$ cat src/rtl/pc_redirect_ctrl.sv
// PC redirect arbitration: merges stage stalls, picks trap/EX/ID redirects,
// holds a redirect across a frozen PC, and drives stage flushes.
module pc_redirect_ctrl #(
  parameter int PC_W  = 64,
  parameter int CNT_W = 32
) (
  input  logic             clk,
  input  logic             rst,
  input  logic             if_stall_req,
  input  logic             id_stall_req,
  input  logic             mem_stall_req,
  input  logic             trap_redir_ena,
  input  logic [PC_W-1:0]  trap_redir_pc,
  input  logic             ex_redir_ena,
  input  logic [PC_W-1:0]  ex_redir_pc,
  input  logic             id_redir_ena,
  input  logic [PC_W-1:0]  id_redir_pc,
  output logic [4:0]       stall_ctrl,
  output logic             pc_redir_ena,
  output logic [PC_W-1:0]  pc_redir_pc,
  output logic             flush_if_id,
  output logic             flush_id_ex,
  output logic             flush_ex_mem,
  output logic [CNT_W-1:0] redir_cnt
);

  typedef enum logic {IDLE, PEND} state_e;

  localparam logic [1:0] SRC_NONE = 2'd0;
  localparam logic [1:0] SRC_ID   = 2'd1;
  localparam logic [1:0] SRC_EX   = 2'd2;
  localparam logic [1:0] SRC_TRAP = 2'd3;

  state_e            state_q, state_d;
  logic [1:0]        pend_src_q, pend_src_d;
  logic [PC_W-1:0]   pend_pc_q, pend_pc_d;
  logic [CNT_W-1:0]  redir_cnt_q, redir_cnt_d;

  logic              pc_stalled;
  logic [1:0]        win_src;
  logic [PC_W-1:0]   win_pc;
  logic [1:0]        iss_src;
  logic [PC_W-1:0]   iss_pc;

  always_comb begin
    stall_ctrl = 5'b00000;
    if (if_stall_req)  stall_ctrl = stall_ctrl | 5'b00011;
    if (id_stall_req)  stall_ctrl = stall_ctrl | 5'b00111;
    if (mem_stall_req) stall_ctrl = stall_ctrl | 5'b11111;
  end

  assign pc_stalled = stall_ctrl[0];

  always_comb begin
    win_src = SRC_NONE;
    win_pc  = '0;
    if (trap_redir_ena) begin
      win_src = SRC_TRAP;
      win_pc  = trap_redir_pc;
    end else if (ex_redir_ena) begin
      win_src = SRC_EX;
      win_pc  = ex_redir_pc;
    end else if (id_redir_ena) begin
      win_src = SRC_ID;
      win_pc  = id_redir_pc;
    end
  end

  always_comb begin
    state_d    = state_q;
    pend_src_d = pend_src_q;
    pend_pc_d  = pend_pc_q;
    iss_src    = SRC_NONE;
    iss_pc     = '0;
    unique case (state_q)
      IDLE: begin
        if (win_src != SRC_NONE) begin
          if (!pc_stalled) begin
            iss_src = win_src;
            iss_pc  = win_pc;
          end else begin
            state_d    = PEND;
            pend_src_d = win_src;
            pend_pc_d  = win_pc;
          end
        end
      end
      PEND: begin
        if (pc_stalled) begin
          // equal/lower priority arrivals are on the wrong path
          if (win_src > pend_src_q) begin
            pend_src_d = win_src;
            pend_pc_d  = win_pc;
          end
        end else begin
          state_d    = IDLE;
          pend_src_d = SRC_NONE;
          if (win_src > pend_src_q) begin
            iss_src = win_src;
            iss_pc  = win_pc;
          end else begin
            iss_src = pend_src_q;
            iss_pc  = pend_pc_q;
          end
        end
      end
      default: state_d = IDLE;
    endcase
    if (rst) begin
      iss_src = SRC_NONE;
      iss_pc  = '0;
    end
  end

  always_comb begin
    redir_cnt_d = redir_cnt_q;
    if (iss_src != SRC_NONE && redir_cnt_q != {CNT_W{1'b1}})
      redir_cnt_d = redir_cnt_q + 1'b1;
  end

  always_ff @(posedge clk or posedge rst) begin
    if (rst) begin
      state_q     <= IDLE;
      pend_src_q  <= SRC_NONE;
      pend_pc_q   <= '0;
      redir_cnt_q <= '0;
    end else begin
      state_q     <= state_d;
      pend_src_q  <= pend_src_d;
      pend_pc_q   <= pend_pc_d;
      redir_cnt_q <= redir_cnt_d;
    end
  end

  assign pc_redir_ena = iss_src != SRC_NONE;
  assign pc_redir_pc  = iss_pc;
  assign flush_if_id  = iss_src != SRC_NONE;
  assign flush_id_ex  = iss_src == SRC_EX || iss_src == SRC_TRAP;
  assign flush_ex_mem = iss_src == SRC_TRAP;
  assign redir_cnt    = redir_cnt_q;

endmodule

$ cat config.mk
export PLATFORM = sky130hd
export DESIGN_NAME = pc_redirect_ctrl
export DESIGN_NICKNAME = d
export VERILOG_FILES = /design/src/rtl/pc_redirect_ctrl.sv
export SDC_FILE = /design/constraint.sdc
export NUM_CORES = 1
export LEC_CHECK = 0
export ABC_AREA = 0
export BUFFER_PORTS_ARGS = -buffer_cell sky130_fd_sc_hd__buf_2
export CAP_MARGIN = 15
export CORE_MARGIN = 3
export CORE_UTILIZATION = 50
export DETAILED_ROUTE_END_ITERATION = 7
export PLACE_DENSITY = 0.86
export SYNTH_ARGS = -nofsm -noshare
export SYNTH_HDL_FRONTEND = slang
export SYNTH_SLANG_ARGS = --single-unit
$ cat constraint.sdc
create_clock -name clk -period 5.5 [get_ports clk]
set_clock_uncertainty 0.05 [all_clocks]
set_input_delay 1.1 -clock clk [delete_from_list [all_inputs] [get_ports clk]]
set_output_delay 1.1 -clock clk [all_outputs]
set_load 0.005 [all_outputs]
# Word level (Yosys, flattened, before mapping)

Index checks and enable logic that the tools add are counted.

Register bits after elaboration: 99
Input bits: 200
Output and inout port bits: 105
Word-level logic and storage cells: 51

Add/subtract/negate cells: 1
Magnitude comparators: 1
Equal/unequal tests: 6
Multiplexer cells: 32
Bitwise gates (word level): 1
Reductions and logical operators: 6

Operators with widths:

| kind                  | number |
|---|---|
| $mux 64               | 11 |
| $pmux 64 s2           | 2 |
| $add 32x1->32 const B | 1 |
| $ne 32x32->1 const B  | 1 |
| $mux 2                | 11 |
| $pmux 2 s2            | 2 |
| $ne 2x2->1 const B    | 3 |
| $mux 5                | 1 |
| $eq 2x2->1 const B    | 2 |
| $reduce_bool 2->1     | 2 |
| $mux 1                | 3 |
| $mux 3                | 1 |
| $reduce_and 3->1      | 1 |
| $gt 2x2->1            | 1 |
| $pmux 1 s2            | 1 |
| $reduce_and 2->1      | 1 |
| $logic_and 1x1->1     | 1 |
| $logic_or 1x1->1      | 1 |
| $not 1->1             | 1 |

# Depth between registers and ports, before layout

Gate-level depths: netlist (run 1).

Depth after elaboration: 10
Depth in mapped cells: 13

# Worst setup path after synthesis (run 1)

Ideal clock, no wire load.

Path kind: input-to-output
From: in id_redir_ena
To: out pc_redir_pc[49]
Arrival time: 3.388 ns
Slack: 0.962 ns
Stages on the path: 13
Path through: nor2b_1 > clkbuf_1 > buf_1 > nor2_1 > ha_1 > nand2_1 > o21ai_1 > and2_1 > clkbuf_1 > clkbuf_1 > nand2_1 > o21ai_0 > nor2b_1

Longest elaborated chain between the ends: 8
Elaborated cells on any way between the ends: 14
Classes of those cells: order compare: 1; mux: 12; reduce/logical: 1

RTL lines:

| element            | line | text |
|---|---|---|
| start: declaration | 16   | `input logic id_redir_ena,` |
| $mux 1             | 63   | `end else if (id_redir_ena) begin` |
| $mux 2             | 60   | `end else if (ex_redir_ena) begin` |
| $mux 2             | 57   | `if (trap_redir_ena) begin` |
| $gt 2x2->1         | 98   | `if (win_src > pend_src_q) begin` |
| $mux 64            | n/a  |  |
| $mux 64            | 89   | `if (pc_stalled) begin` |
| $pmux 64 s2 *      | 75   | `unique case (state_q)` |
| $mux 64 *          | 109  | `if (rst) begin` |
| end: declaration   | 20   | `output logic [PC_W-1:0] pc_redir_pc,` |

Mark *: on every way between the ends. The rest lies on a longest branch, timed or not.

# Worst setup path after layout (run 1)

From: in trap_redir_ena
To: out pc_redir_pc[62]

Longest elaborated chain between the ends: 6
Elaborated cells on any way between the ends: 10
Classes of those cells: order compare: 1; mux: 8; reduce/logical: 1

RTL lines:

| element            | line | text |
|---|---|---|
| start: declaration | 12   | `input logic trap_redir_ena,` |
| $mux 2             | 57   |  |
| $gt 2x2->1         | 98   |  |
| $mux 64            | n/a  |  |
| $mux 64            | 89   |  |
| $pmux 64 s2 *      | 75   |  |
| $mux 64 *          | 109  |  |

Marks and branches as above.

==> results of run 1 <==
==> cell families (layout without fill, tap and decap cells) <==
logic type,Yosys count,count (layout),synth area share
simple gates,304,304,0.2147
compound gates,223,223,0.2065
flops,99,99,0.3947
buf+inv,72,334,0.04584
mux,51,51,0.09129
xor+xnor,28,28,0.03907
fa+ha+maj,4,4,0.007973
other cells,0,1,0
==> power by group <==
group | internal [mW] | total [mW] | switching, mW
clock | 0.403 | 0.684 | 0.281
sequential | 0.952 | 1.08 | 0.128
combinational | 0.385 | 0.837 | 0.452
==> flip-flops by register name, indices dropped and copies added, names as in the netlist <==
signal	cells
redir_cnt	32
pend_src_q	2
pend_pc_q	64
state_q	1
==> worst min-delay path, stage by stage, from the launching register on <==
cell and delay (ns):
dfrtp_1 0.34, nand2_1 0.04, o21ai_0 0.06
==> layout make-up <==
type	instances	area share
multi-input cells	610	0.4332
flip-flops and latches	99	0.3040
repair buffers	311	0.1934
clock buffers	9	0.02763
well taps	168	0.02579
clock inverters	7	0.01213
inverters	7	0.003531
diodes	1	0.0003070
==> metal layers <==
metal | up-vias | part of all wire | global-route usage
li1 | 3232 | - | -
met1 | 3109 | 0.41 | 0.3361
met5 | - | 0.00063 | 0
met2 | 267 | 0.50 | 0.4556
met3 | 30 | 0.080 | 0.05815
met4 | 2 | 0.018 | 0.07912
==> per-stage QoR <==
stage               power (mW)  setup slack (ns)  std cells  instance area, sq um
finish                   2.602            0.7762       1212                  8150
global route             2.796            0.5522       1212                  8150
CTS                      2.623            0.7722       1211                  8148
detailed placement       1.934            0.7673       1195                  7824
global placement         1.896            0.8600       1195                  7824
floorplan                1.673            0.9625        781                  6277
==> placed cells by master (no fill, tap or decap), types with 9 or more instances in the layout <==
| cell | netlist | final |
|---|---|---|
| o21ai_0 | 84 | 84 |
| a22oi_1 | 64 | 64 |
| nor2b_1 | 20 | 19 |
| nand2_1 | 191 | 189 |
| nand4_1 | 15 | 15 |
| dfrtp_1 | 99 | 99 |
| nor2_1 | 38 | 38 |
| mux2_2 | 49 | 49 |
| buf_2 | 2 | 303 |
| nand3_1 | 11 | 11 |
| a21oi_1 | 66 | 66 |
| clkbuf_16 | 0 | 9 |
| xnor2_1 | 20 | 20 |
==> final timing paths <==
kind | from | to | slack [ns] | cells past startpoint
max | trap_redir_ena | pc_redir_pc[62] | 0.78 | 10
min | pend_pc_q[52] | pend_pc_q[52] | 0.43 | 2
max in group asynchronous | rst | pend_pc_q[33] | 3.48 | 3
min reg2reg | pend_pc_q[52] | pend_pc_q[52] | 0.43 | 2
min in group asynchronous | rst | redir_cnt[8] | 0.74 | 2
max reg2reg | pend_src_q[1] | pend_pc_q[15] | 2.41 | 8
==> flow_metrics.py, run 1 <==
metrics = {
    "clock_network": {
        "cts_root_buffer": "clkbuf_16",
        "clock-sinks": 99,
        "cts_setup_buffers": 0,
        "clock_latency_ns": 0.33,
        "cts_made_buffers": 9,
        "cts_resized": 0,
        "cts_hold_buffers": 0,
        "clockBufferDepth": 2,
        "h-tree-depth": 3,
        "cts_tree": "built",
        "clkTransAtPathRegs_ns": 0.07,
    },
    "place": {
        "gp_congestion": 0.8579,
        "hpwlAfterDp_microns": 13810,
        "io_buffer_count": 304,
    },
    "grt": {
        "grt_pass1_wl_microns": 30780,
        "grt.overflow.total": 0,
        "antenna_found_initial": 2,
        "grt_util_all_layers": 0.2655,
        "first_global_vias": 6190,
        "grt_max_degree": 99,
    },
    "logic_synthesis": {
        "synthDominantCellAreaShare": 0.3947,
        "ys_types": 42,
        "ys_warn_count": 0,
        "synthCells": 781,
        "ys_ff_latch": 99,
        "synth_flop_cell": "dfrtp_1",
        "synth_area_sq_mm": 0.006277,
        "synthArstFlopShare": 1.000,
        "synth-edff-count": 0,
        "yosys.area.top_type": "dfrtp_1",
        "synth_fp_nets": 985,
        "synth-seq-area-share": 0.3947,
        "synth.area.top_cells": "dfrtp_1 39%, nand2_1 11%, mux2_2 8.8%, a22oi_1 7.7%, o21ai_0 6.7%",
        "synthTopCellsByCount": "191 x nand2_1, 99 x dfrtp_1, 84 x o21ai_0, 66 x a21oi_1, 64 x a22oi_1",
        "syn_avg_cell_area_sq_um": 8.037,
        "synth_most_common_cell": "nand2_1",
    },
    "routing": {
        "routed_wl_microns": 18970,
        "vias_per_cell": 5.479,
        "routedWlPerCell_microns": 15.65,
        "drtIter0Drc": 474,
        "antenna_left": 0,
        "vias": 6640,
        "dr.pass1.iters": 4,
        "drcViolationCount": 0,
    },
    "layout": {
        "fillCellCount": 1078,
        "fin_util": 0.6702,
        "synthToLayoutAreaGrowth_pct": 29.84,
        "drive_gt1_frac": 0.3720,
        "ff_latch_area_sq_mm": 0.002477,
        "multi_input_area_sq_mm": 0.003531,
        "finalNetCount": 1242,
    },
    "timing": {
        "rsz0062_at_grt": "no",
        "relSlewSlack": 0.3745,
        "tns_ns": 0,
        "fin_crit_ns": 4.724,
        "hold_viol": 0,
        "worstMarginPinSlew_ns": 0.9382,
        "fin_hold_ws_ns": 0.4327,
        "max_freq_mhz": 211.7,
        "final_max_slew_viol_count": 0,
        "report.final.setup_viol": 0,
        "final.period_utilization": 0.8589,
    },
    "die": {
        "start_util": 0.5162,
        "pin_count": 305,
        "rows": 40,
        "dieHeight_microns": 118.0,
        "die_x_microns": 118.0,
        "dieArea_sq_mm": 0.01393,
        "core_sq_mm": 0.01216,
    },
    "critical_path": {
        "crit_path_top_delay_cell": "buf_4",
        "critPathMaxFanout": 49,
        "path_cells": "buf_4, or2_2, ha_1, nor2b_1, o21ai_1, and2_2, buf_4, o21ai_0, nor2b_1, buf_2",
        "path_delay_family": "simple AND/OR/NAND/NOR gates",
        "crit_path_end_kind": "primary output",
        "cpPeakStageDelay_ns": 0.43,
        "startpoint_type": "input pin",
        "crit_type": "in2out",
        "required_ns": 4.35,
        "arrival_ns": 3.57,
        "critPathBufInv": 3,
    },
    "outcome": {
        "status": "completed",
    },
    "pwr": {
        "ir_drop_mv": 0.2185,
        "powerDensity_mw_per_mm2": 319.2,
        "leakagePower_nw": 4.061,
    },
    "flow_run": {
        "cap_violations": 0,
    },
    "hold_path": {
        "hold_class": "reg2reg",
    },
}
No activity file was read; power rests on OpenSTA's default activity.
==> run 2: changes to the inputs <==
--- a/config.mk
+++ b/config.mk
@@ -6,12 +6,11 @@
 export NUM_CORES = 1
 export LEC_CHECK = 0
 export ABC_AREA = 0
-export BUFFER_PORTS_ARGS = -buffer_cell sky130_fd_sc_hd__buf_2
 export CAP_MARGIN = 15
 export CORE_MARGIN = 3
 export CORE_UTILIZATION = 50
 export DETAILED_ROUTE_END_ITERATION = 7
-export PLACE_DENSITY = 0.86
+export DONT_BUFFER_PORTS = 1
 export SYNTH_ARGS = -nofsm -noshare
 export SYNTH_HDL_FRONTEND = slang
 export SYNTH_SLANG_ARGS = --single-unit
==> run 2 against run 1 <==
Total power decreased by 6.4%. Clock power decreased by 9.1%. Combinational power decreased by 14%. Critical path depth decreased by 3. Largest power group unchanged. Cell area decreased by 19%. Worst setup slack improved by 0.15 ns. Die area unchanged. Register-to-register slack got worse by 0.26 ns. Critical path type unchanged. Sequential share of layout area increased by 7.3 points. Maximum frequency increased by 3.2%.
==> flow_metrics.py, run 2 (same netlist as run 1, synthesis figures left out) <==
metrics = {
    "routing": {
        "drt-met1-wl_microns": 7036,
        "routed_wl_microns": 17470,
        "vias_per_cell": 6.101,
        "antenna_left": 0,
        "dr_wl_met3_microns": 1264,
        "vias": 5515,
        "top_layer_used": "met4",
        "routedWlPerCell_microns": 19.32,
        "drcViolationCount": 0,
        "wl_met2_microns": 8707,
        "dr.pass1.iters": 5,
        "drtIter0Drc": 353,
    },
    "grt": {
        "first_global_vias": 5529,
        "grt_pass1_wl_microns": 28170,
        "grt.overflow.total": 0,
        "antenna_found_initial": 0,
        "grt_max_degree": 133,
        "grt_util_all_layers": 0.2482,
    },
    "critical_path": {
        "regToRegSetupSlack_ns": 2.15,
        "startpoint_type": "input pin",
        "required_ns": 4.35,
        "r2r_cells": 8,
        "critPathBufInv": 1,
        "critPathMaxFanout": 132,
        "cpPeakStageDelay_ns": 0.54,
        "crit_path_end_kind": "primary output",
        "crit_type": "in2out",
        "path_depth": 7,
        "arrival_ns": 3.43,
        "path_delay_family": "simple AND/OR/NAND/NOR gates",
        "path_cells": "or2_2, ha_1, nor2b_1, o21ai_1, nand2_2, a2111oi_0, buf_4",
        "crit_path_top_delay_cell": "a2111oi_0",
    },
    "clock_network": {
        "cts_made_buffers": 9,
        "clockBufferDepth": 2,
        "clock_latency_ns": 0.34,
        "cts_tree": "built",
        "clock-sinks": 99,
        "clkTransAtPathRegs_ns": 0.07,
        "cts_resized": 0,
        "cts_setup_buffers": 0,
        "cts_hold_buffers": 0,
        "h-tree-depth": 3,
        "cts_root_buffer": "clkbuf_16",
    },
    "flow_run": {
        "cap_violations": 0,
    },
    "timing": {
        "final_max_slew_viol_count": 0,
        "final.period_utilization": 0.8324,
        "worstMarginPinSlew_ns": 0.9409,
        "max_freq_mhz": 218.4,
        "layout_setup_ws_ns": 0.9216,
        "relSlewSlack": 0.3727,
        "rsz0062_at_grt": "no",
        "hold_viol": 0,
        "tns_ns": 0,
        "fin_crit_ns": 4.578,
        "report.final.setup_viol": 0,
    },
    "pwr": {
        "leakagePower_nw": 2.691,
        "p_total_mw": 2.435,
        "power.share.clock": 0.255,
        "powerDensity_mw_per_mm2": 370.3,
        "ir_drop_mv": 0.1658,
        "power.switching_mw": 0.8054,
        "seq_power_share": 0.448,
        "switching_share": 0.3307,
        "p_int_mw": 1.630,
        "p_comb_frac": 0.297,
    },
    "layout": {
        "fin_util": 0.5407,
        "fillCellCount": 1179,
        "finalNetCount": 937,
        "largest_reg_flops": 64,
        "antenna-diode-count": 0,
        "drive_gt1_frac": 0.1073,
        "final_cell_mix": "189 x nand2_1, 99 x dfrtp_1, 84 x o21ai_0, 66 x a21oi_1, 64 x a22oi_1",
        "stdcell_area_sq_mm": 0.006576,
        "top_register": "pend_pc_q",
        "synthToLayoutAreaGrowth_pct": 4.764,
        "final_common_cell": "nand2_1",
    },
    "die": {
        "rows": 40,
        "core_sq_mm": 0.01216,
        "pin_count": 305,
        "dieArea_sq_mm": 0.01393,
        "start_util": 0.5162,
        "dieHeight_microns": 118.0,
        "die_x_microns": 118.0,
    },
    "place": {
        "io_buffer_count": 0,
        "gp_congestion": 0.8240,
        "hpwlAfterDp_microns": 12360,
        "pre_cts_ws_ns": 1.023,
        "place_area_sq_mm": 0.006292,
    },
    "hold_path": {
        "hold_class": "reg2reg",
        "hold_depth": 2,
    },
    "outcome": {
        "status": "completed",
    },
}
-- run 2: power groups by stage --
stage	combinational [mW]	clock, mW	sequential (mW)
finish	0.723	0.622	1.09
global route	0.823	0.665	1.12
CTS	0.737	0.636	1.09
detailed placement	0.736	0	1.10
global placement	0.712	0	1.09
floorplan	0.614	0	1.06
-- run 2: worst paths after layout --
| kind | to | from |
|---|---|---|
| min reg2reg | pend_pc_q[52] | pend_pc_q[52] |
| max | flush_ex_mem | trap_redir_ena |
| min in group asynchronous | pend_pc_q[15] | rst |
| max reg2reg | pend_pc_q[3] | pend_src_q[1] |
| min | pend_pc_q[52] | pend_pc_q[52] |
| max in group asynchronous | pend_src_q[0] | rst |
-- run 2: routing by layer --
layer,GRT usage,up-vias
li1,-,2625
met1,0.3001,2612
met2,0.4276,247
met3,0.05959,31
met4,0.09670,0
met5,0,-
-- run 2: layout make-up --
class	instances	area, sq um	share of cell area
well taps	168	210.2	0.03196
inverters	7	28.78	0.004376
repair buffers	6	45.04	0.006849
clock inverters	2	37.54	0.005708
flip-flops and latches	99	2477	0.3767
clock buffers	12	246.5	0.03748
multi-input cells	610	3531	0.5369
-- run 2: through the flow --
stage	hold WS, ns	instances
2_1_floorplan	0.3997	781
3_3_place_gp	0.4123	890
3_5_place_dp	0.4210	890
4_1_cts	0.4356	904
5_1_grt	0.4493	904
6_report	0.4322	904
-- run 2: worst register-to-register path: cells and delay by family (launching register included) --
| family | cells | cell delay [ns] |
|---|---|---|
| buffers and inverters | 2 | 0.51 |
| AOI/OAI and AO/OA | 1 | 0.30 |
| and+or+nand+nor | 3 | 1.27 |
| muxes | 1 | 0.50 |
| DFF | 1 | 0.36 |
| adders and majority gates | 1 | 0.25 |
